File: config.mk
export PLATFORM = sky130hd
export DESIGN_NAME = psum_requant_drain
export DESIGN_NICKNAME = d
export VERILOG_FILES = /design/src/rtl/psum_requant_drain.sv
export SDC_FILE = /design/constraint.sdc
export NUM_CORES = 2
export LEC_CHECK = 0
export ABC_AREA = 1
export BUFFER_PORTS_ARGS = -buffer_cell sky130_fd_sc_hd__buf_2
export CAP_MARGIN = 20
export CORE_MARGIN = 4
export CORE_UTILIZATION = 40
export CTS_BUF_LIST = sky130_fd_sc_hd__clkbuf_8
export DETAILED_ROUTE_END_ITERATION = 10
export PLACE_DENSITY = 0.63
export SYNTH_ARGS = -nofsm -noshare
export SYNTH_HDL_FRONTEND = slang
export SYNTH_SLANG_ARGS = --single-unit
File: constraint.sdc
create_clock -name clk -period 7.8 [get_ports clk]
set_input_delay 0.78 -clock clk [delete_from_list [all_inputs] [get_ports clk]]
set_output_delay 0.78 -clock clk [all_outputs]
set_load 0.03 [all_outputs]
File: src/rtl/psum_requant_drain.sv
// Drains a psum tile, requantizes each entry to int8 and streams four packed bytes per word.
// Optional build macro PSUM_DRAIN_RELU_EN adds the relu_en port (clamp to [0,127]).
module psum_requant_drain #(
    parameter int PSUM_BW   = 32,
    parameter int ADDR_PSUM = 12
) (
    input  logic                        clk,
    input  logic                        reset,
    input  logic                        start,
    input  logic [ADDR_PSUM:0]          num_words,
    input  logic signed [31:0]          bias,
    input  logic [15:0]                 scale,
    input  logic [4:0]                  shift,
`ifdef PSUM_DRAIN_RELU_EN
    input  logic                        relu_en,
`endif
    output logic                        busy,
    output logic                        done,
    output logic                        psum_rd_en,
    output logic [ADDR_PSUM-1:0]        psum_rd_addr,
    input  logic signed [PSUM_BW-1:0]   psum_rd_data,
    output logic [31:0]                 m_data,
    output logic                        m_valid,
    input  logic                        m_ready,
    output logic                        m_last
);

    typedef enum logic [1:0] {IDLE, RUN, DRAIN} state_t;

    state_t               state;
    logic [ADDR_PSUM:0]   n_l, rd_cnt, rd_cnt_next, out_left;
    logic signed [31:0]   bias_l;
    logic [15:0]          scale_l;
    logic [4:0]           shift_l;
    logic                 relu_l;
    logic [4:0]           cred, cred_next, fifo_cnt;
    logic [2:0]           need, m_bytes;
    logic                 load, xfer;
    logic                 vld_p0, vld_p1, vld_p2;
    logic signed [32:0]   s_p1;
    logic signed [49:0]   p_p2;
    logic [7:0]           fifo_mem [16];
    logic [3:0]           wr_ptr, rd_ptr;
    logic [31:0]          pack_word;
    logic [7:0]           q_byte;

    function automatic logic signed [50:0] round_shift(input logic signed [49:0] p,
                                                       input logic [4:0] sh);
        logic signed [50:0] x;
        x = 51'(p);
        if (sh != 5'd0)
            x = (x + (51'sd1 <<< (sh - 5'd1))) >>> sh;
        return x;
    endfunction

    function automatic logic [7:0] sat8(input logic signed [50:0] r, input logic relu);
        logic signed [50:0] lo;
        lo = relu ? 51'sd0 : -51'sd128;
        if (r > 51'sd127)
            return 8'h7f;
        else if (r < lo)
            return lo[7:0];
        else
            return r[7:0];
    endfunction

    // cred counts every byte issued as a read and not yet handed off on m_data
    always_comb begin
        xfer        = m_valid && m_ready;
        cred_next   = cred + {4'b0, psum_rd_en} - (xfer ? {2'b0, m_bytes} : 5'd0);
        rd_cnt_next = rd_cnt + {{ADDR_PSUM{1'b0}}, psum_rd_en};
        need        = (|out_left[ADDR_PSUM:2]) ? 3'd4 : {1'b0, out_left[1:0]};
        load        = (out_left != '0) && (!m_valid || m_ready) && (fifo_cnt >= {2'b0, need});
        q_byte      = sat8(round_shift(p_p2, shift_l), relu_l);
        pack_word   = '0;
        for (int i = 0; i < 4; i++)
            pack_word[8*i +: 8] = (i < int'(need)) ? fifo_mem[rd_ptr + 4'(i)] : 8'h00;
    end

    always_ff @(posedge clk or posedge reset) begin
        if (reset) begin
            state        <= IDLE;
            busy         <= 1'b0;
            done         <= 1'b0;
            psum_rd_en   <= 1'b0;
            psum_rd_addr <= '0;
            rd_cnt       <= '0;
            n_l          <= '0;
            out_left     <= '0;
            cred         <= '0;
            vld_p0       <= 1'b0;
            vld_p1       <= 1'b0;
            vld_p2       <= 1'b0;
            wr_ptr       <= '0;
            rd_ptr       <= '0;
            fifo_cnt     <= '0;
            m_data       <= '0;
            m_valid      <= 1'b0;
            m_last       <= 1'b0;
            m_bytes      <= '0;
        end else begin
            done   <= 1'b0;
            cred   <= cred_next;
            vld_p0 <= psum_rd_en;
            vld_p1 <= vld_p0;
            vld_p2 <= vld_p1;

            if (vld_p2)
                wr_ptr <= wr_ptr + 4'd1;
            if (load)
                rd_ptr <= rd_ptr + 4'(need);
            fifo_cnt <= fifo_cnt + {4'b0, vld_p2} - (load ? {2'b0, need} : 5'd0);

            if (load) begin
                m_valid  <= 1'b1;
                m_data   <= pack_word;
                m_last   <= (out_left == (ADDR_PSUM+1)'(need));
                m_bytes  <= need;
                out_left <= out_left - (ADDR_PSUM+1)'(need);
            end else if (m_ready) begin
                m_valid <= 1'b0;
                m_last  <= 1'b0;
            end

            case (state)
                IDLE: begin
                    psum_rd_en <= 1'b0;
                    if (start) begin
                        if (num_words == '0) begin
                            done <= 1'b1;
                        end else begin
                            state        <= RUN;
                            busy         <= 1'b1;
                            n_l          <= num_words;
                            out_left     <= num_words;
                            rd_cnt       <= '0;
                            psum_rd_addr <= '0;
                            psum_rd_en   <= 1'b1;
                        end
                    end
                end
                RUN: begin
                    rd_cnt       <= rd_cnt_next;
                    psum_rd_addr <= rd_cnt_next[ADDR_PSUM-1:0];
                    if (rd_cnt_next == n_l) begin
                        psum_rd_en <= 1'b0;
                        state      <= DRAIN;
                    end else begin
                        psum_rd_en <= (cred_next < 5'd16);
                    end
                end
                DRAIN: begin
                    if (xfer && m_last) begin
                        state <= IDLE;
                        busy  <= 1'b0;
                        done  <= 1'b1;
                    end
                end
                default: state <= IDLE;
            endcase
        end
    end

    always_ff @(posedge clk) begin
        if (state == IDLE && start) begin
            bias_l  <= bias;
            scale_l <= scale;
            shift_l <= shift;
`ifdef PSUM_DRAIN_RELU_EN
            relu_l  <= relu_en;
`endif
        end
        // add stage: psum_rd_data is valid while vld_p0
        s_p1 <= 33'(psum_rd_data) + 33'(bias_l);
        // multiply stage
        p_p2 <= 50'(s_p1) * 50'($signed({1'b0, scale_l}));
        // round/clamp stage lands directly in the byte buffer
        if (vld_p2)
            fifo_mem[wr_ptr] <= q_byte;
    end

`ifndef PSUM_DRAIN_RELU_EN
    assign relu_l = 1'b0;
`endif

endmodule

Yosys cells after proc, flatten, opt, wreduce, memory -nomap -nowiden --
Memories as Yosys holds them, arrays and structs flattened. A register that Yosys moved wholly into a read port is not among the register bits. Index checks and enable logic that the tools add are counted.
Word-level totals: input port bits 102, logic and storage cells 120, flip-flop bits (word level) 250, memory bits (writable) 128, output and inout port bits 49, memories 1
Memory list:
- fifo_mem | depth 16, bits a word 8, read ports 4, clocked after memory_dff 1, write ports 1, line 42 | logic [7:0] fifo_mem [16];
Cells by class: equality and inequality tests 8, order comparisons 8, shift-type cells 2, muxes and demuxes 42, $mul 1, reductions and logical operators 19, bitwise logic cells 1, add/sub/neg operators 14
Operators by type and width (number):
- $mux 13 | 6
- $add 50x51->51 | 1
- $gt 51x8->1 const B | 1
- $lt 51x8->1 const B | 1
- $mux 51 | 1
- $sshl 2x5->51 const A | 1
- $sshr 51x5->51 | 1
- $mul 33x17->50 | 1
- $mux 8 | 6
- $add 32x32->33 | 1
- $pmux 13 s2 | 1
- $mux 12 | 2
- $pmux 12 s2 | 1
- $mux 1 | 14
- $add 13x1->13 | 1
- $eq 13x13->1 | 1
- $eq 13x3->1 | 1
- $logic_not 13->1 | 1
- $reduce_bool 13->1 | 1
- $sub 13x3->13 | 1
- $reduce_or 11->1 | 1
- $add 5x1->5 | 2
- $sub 5x3->5 | 2
- $mux 3 | 3
- 23 further kinds | 43

Logic depth before layout (Yosys ltp) --
word-level depth 8, depth in mapped cells 43

Worst setup path before layout --
No wires, ideal clock.
kind reg-to-reg, start point register s_p1[10], end point register p_p2[34], stages on the path, launching flop included 27, setup slack 1.673 ns, clock period less this slack 6.127 ns, required time 7.728 ns, arrival 6.055 ns, path buffers 2, cells stage by stage dfxtp_1 > clkbuf_1 > clkbuf_1 > nand2_1 > fa_1 > inv_1 > fa_1 > inv_1 > fa_1 > fa_1 > inv_1 > fa_1 > fa_1 > ha_1 > nand2_1 > nor2_1 > nand2_1 > o211ai_1 > nor2_1 > inv_1 > a21oi_1 > o21ai_0 > a211o_1 > a21oi_1 > o21ai_0 > a21oi_1 > xnor2_1
Between the ends: longest elaborated chain between the ends 1
RTL lines:
- from (decl) | line 40 | logic signed [32:0] s_p1;
- from (signal assigned) | line 174 | s_p1 <= 33'(psum_rd_data) + 33'(bias_l);
- $mul 33x17->50 | line 176 | p_p2 <= 50'(s_p1) * 50'($signed({1'b0, scale_l}));
- to (signal assigned) | line 176
- to (decl) | line 41 | logic signed [49:0] p_p2;
Every way passes these cells. A chain may end at the register's enable or synchronous reset.

Worst setup path in the final report --
start point register scale_l[5], end point register p_p2[34]
Between the ends: longest elaborated chain between the ends 1
RTL lines:
- from (decl) | line 33 | logic [15:0] scale_l;
- from (signal assigned) | line 167 | scale_l <= scale;
- $mul 33x17->50 | line 176
Every way passes these cells.

==> run_results.csv <==
group,metric,value,unit
die,pin_count,151,
die,start_util,40.4,%
clocking,cts_sinks,366,
global_route,grt-ovfl-total,0,
setup_path,crit_top_cell,"fa_1",
yosys,synth-seq-cells,366,
timing,min_period_over_period,85.7,%
setup_path,start_kind,"flop",
place,io_buffer_count,150,
final_layout,regArea,0.00965,mm2
timing,final.setup.tns,0,ns
place,globalplace.congestion,0.983,
yosys,avgSynthCellArea,7.40,um2
clocking,ctsHoldBuffers,0,
setup_path,required,8.43,ns
clocking,cts.clk_slew.worst_paths,0.06,ns
final_layout,drive_above_1_share,7.36,%
yosys,syn-num-nets,6796,
place,dpl.hpwl,105,mm
die,fp.dieW,340,um
hold_path,hp-class,"in2async",
route,routedWlPerCell,17.6,um
clocking,numCtsBuffers,71,
yosys,synth_area,0.0442,mm2
route,antenna_left,0,
timing,period_needed,6.69,ns
setup_path,cp_max_fo,25,
global_route,grt_pass1_wl,209,mm
timing,worst_pin_slew,1.14,ns
clocking,root_buffer,"clkbuf_8",
clocking,cts_tree,"yes",
route,wirelength,132,mm
clocking,post_cts_buffers,0,
route,drcViolationCount,0,
setup_path,crit_path_end_kind,"flop",
route,dr.pass1.iters,8,
global_route,grt_start_max_net_pins,103,
die,num_rows,121,
timing,fin_skew,0.0646,ns
run_status,outcome,"complete, no violations",
die,dieArea,0.116,mm2
yosys,synth_edf_count,181,
global_route,antenna_found_initial,2,
yosys,async_flop_share,27.9,%
final_layout,multi_input_area,0.0289,mm2
flow_run,maxCapViolCount,0,
final_layout,fillers,11200,
yosys,ys.flop_type,"edfxtp_1",
setup_path,path_class,"reg2reg",
clocking,cts_resized,0,
setup_path,arrival,7.32,ns
yosys,ys_seq_area_share,21.8,%
clocking,cts_buffer_depth,3,
clocking,cts.htree.levels,3,
global_route,grt_pass1_vias,38100,
final_layout,syn_to_final_growth,7.61,%
yosys,synth.distinct_cells,60,
route,initialDrtViolationCount,3381,
setup_path,slowest_stage,"fa_1",
die,coreArea,0.109,mm2
timing,setup-violations-final,0,
yosys,netlist_instances,5969,
timing,hold_viol_final,0,
timing,slew-limit-headroom,23.4,%
die,die_y,340,um
timing,rsz0062_at_grt,"no",
setup_path,critPathMaxStageDelay,0.55,ns
yosys,yosysWarnings,0,
route,dr_total_vias,38400,
final_layout,nNetsFinal,6787,
timing,max_freq,150,MHz
route,via_per_inst,5.12,
clocking,clkLatencyLatePin,0.75,ns
timing,drv_slew,0,
global_route,grt_usage,22.7,%
[layout make-up]
type,count,area share (%)
sequential,366,20.3
multi-input combinational,4133,60.9
antenna,2,0.0105
timing repair buffer,204,2.44
clock inverter,50,0.800
inverter,1184,9.36
clock buffer,79,2.29
tap,1476,3.89
[cell usage in the layout (no fill, tap or decap), types with 11 or more instances in the layout]
master    instances
a21oi_1         201
a22o_1           18
a31oi_1          23
buf_2           150
buf_4            53
clkbuf_8         79
dfrtp_1         100
dfxtp_1          83
edfxtp_1        181
fa_1            508
ha_1            216
inv_1          1176
inv_2            26
mux2i_1          21
nand2_1        1649
nand2_2          23
nand3_1         473
nand3_2          31
nand4_1          38
nor2_1          312
nor2_2           24
nor3_1           24
o211ai_1         26
o21ai_0         251
o21ai_1          11
o22ai_1          16
o31ai_1          35
xnor2_1          54
xor2_1           70
[cells in the mapped netlist, types with 24 or more instances]
cell type / count / area, um2
inv_2: 25 / 93.8
buf_2: 38 / 190
dfxtp_1: 83 / 1660
nor2_2: 24 / 150
nand4_1: 38 / 238
o21ai_0: 251 / 1260
inv_1: 1156 / 4340
edfxtp_1: 181 / 5440
a21oi_1: 201 / 1010
nand3_2: 31 / 310
dfrtp_1: 102 / 2550
nand2_1: 1649 / 6190
o31ai_1: 35 / 263
clkbuf_1: 223 / 837
nand3_1: 473 / 2370
nor2_1: 313 / 1170
ha_1: 217 / 2720
o211ai_1: 26 / 195
fa_1: 508 / 10200
xnor2_1: 55 / 482
xor2_1: 71 / 622
nor3_1: 25 / 125
[stage by stage]
stage                     std cells  hold WS, ns  utilization [%]  setup slack (ns)  cell area, um2
after floorplan                5969        0.331                -              1.67           44200
after global placement         7362        0.341             42.1              1.27           46000
after detailed placement       7363        0.351             42.1              1.17           46100
after CTS                      7492       0.0709             43.5              1.15           47500
after global routing           7494        0.148             43.5             0.701           47500
final                          7494        0.142             43.5              1.11           47500
[worst max-delay path, delay by kind of cell (launching register included)]
family | cells | cell delay, ns
xor+xnor | 1 | 0.12
fa+ha+maj | 7 | 3.29
buf+inv | 5 | 0.57
simple gates | 5 | 0.57
compound gates | 7 | 1.49
flops | 1 | 0.52
[path summary, 6_finish.rpt]
| kind | startpoint | to | slack, ns | cells past startpoint |
|---|---|---|---|---|
| max | scale_l[5] | p_p2[34] | 1.11 | 25 |
| min | reset | psum_rd_addr[5] | 0.14 | 2 |
| min reg2reg | vld_p0 | vld_p1 | 0.35 | 0 |
| min in group clk | shift[0] | shift_l[0] | 0.20 | 1 |
| max reg2reg | scale_l[5] | p_p2[34] | 1.11 | 25 |
| max in group asynchronous | reset | rd_ptr[0] | 6.32 | 3 |
[per-layer routing]
metal	part of all wire (%)	track usage, %
met2	44	36.0
met5	0.014	0
met4	4.0	8.48
met3	7.5	3.80
met1	44	31.2
[cells by family after synthesis]
group | count (synthesis) | synth area share (%)
AO/OA/AOI/OAI | 642 | 8.31
other | 1 | 0.00849
buffers and inverters | 1470 | 12.7
multiplexers | 21 | 0.476
XOR/XNOR | 126 | 2.50
flip-flops | 366 | 21.8
adder cells (fa/ha/maj) | 725 | 29.2
AND/OR/NAND/NOR | 2618 | 25.0
[registers in the layout, indices dropped and copies added (netlist names), 2 cells and up]
signal and count:
rd_ptr 4, m_data 32, m_bytes 3, wr_ptr 4
fifo_mem 128, rd_cnt 2, state 2, n_l 13
bias_l 32, scale_l 16, fifo_cnt 5, out_left 13
s_p1 33, shift_l 5, p_p2 50, psum_rd_addr 11
cred 5
Power is left out: the tool's default activity adds up to more than one toggle a clock period on the data nets, which glitch-free logic cannot reach.
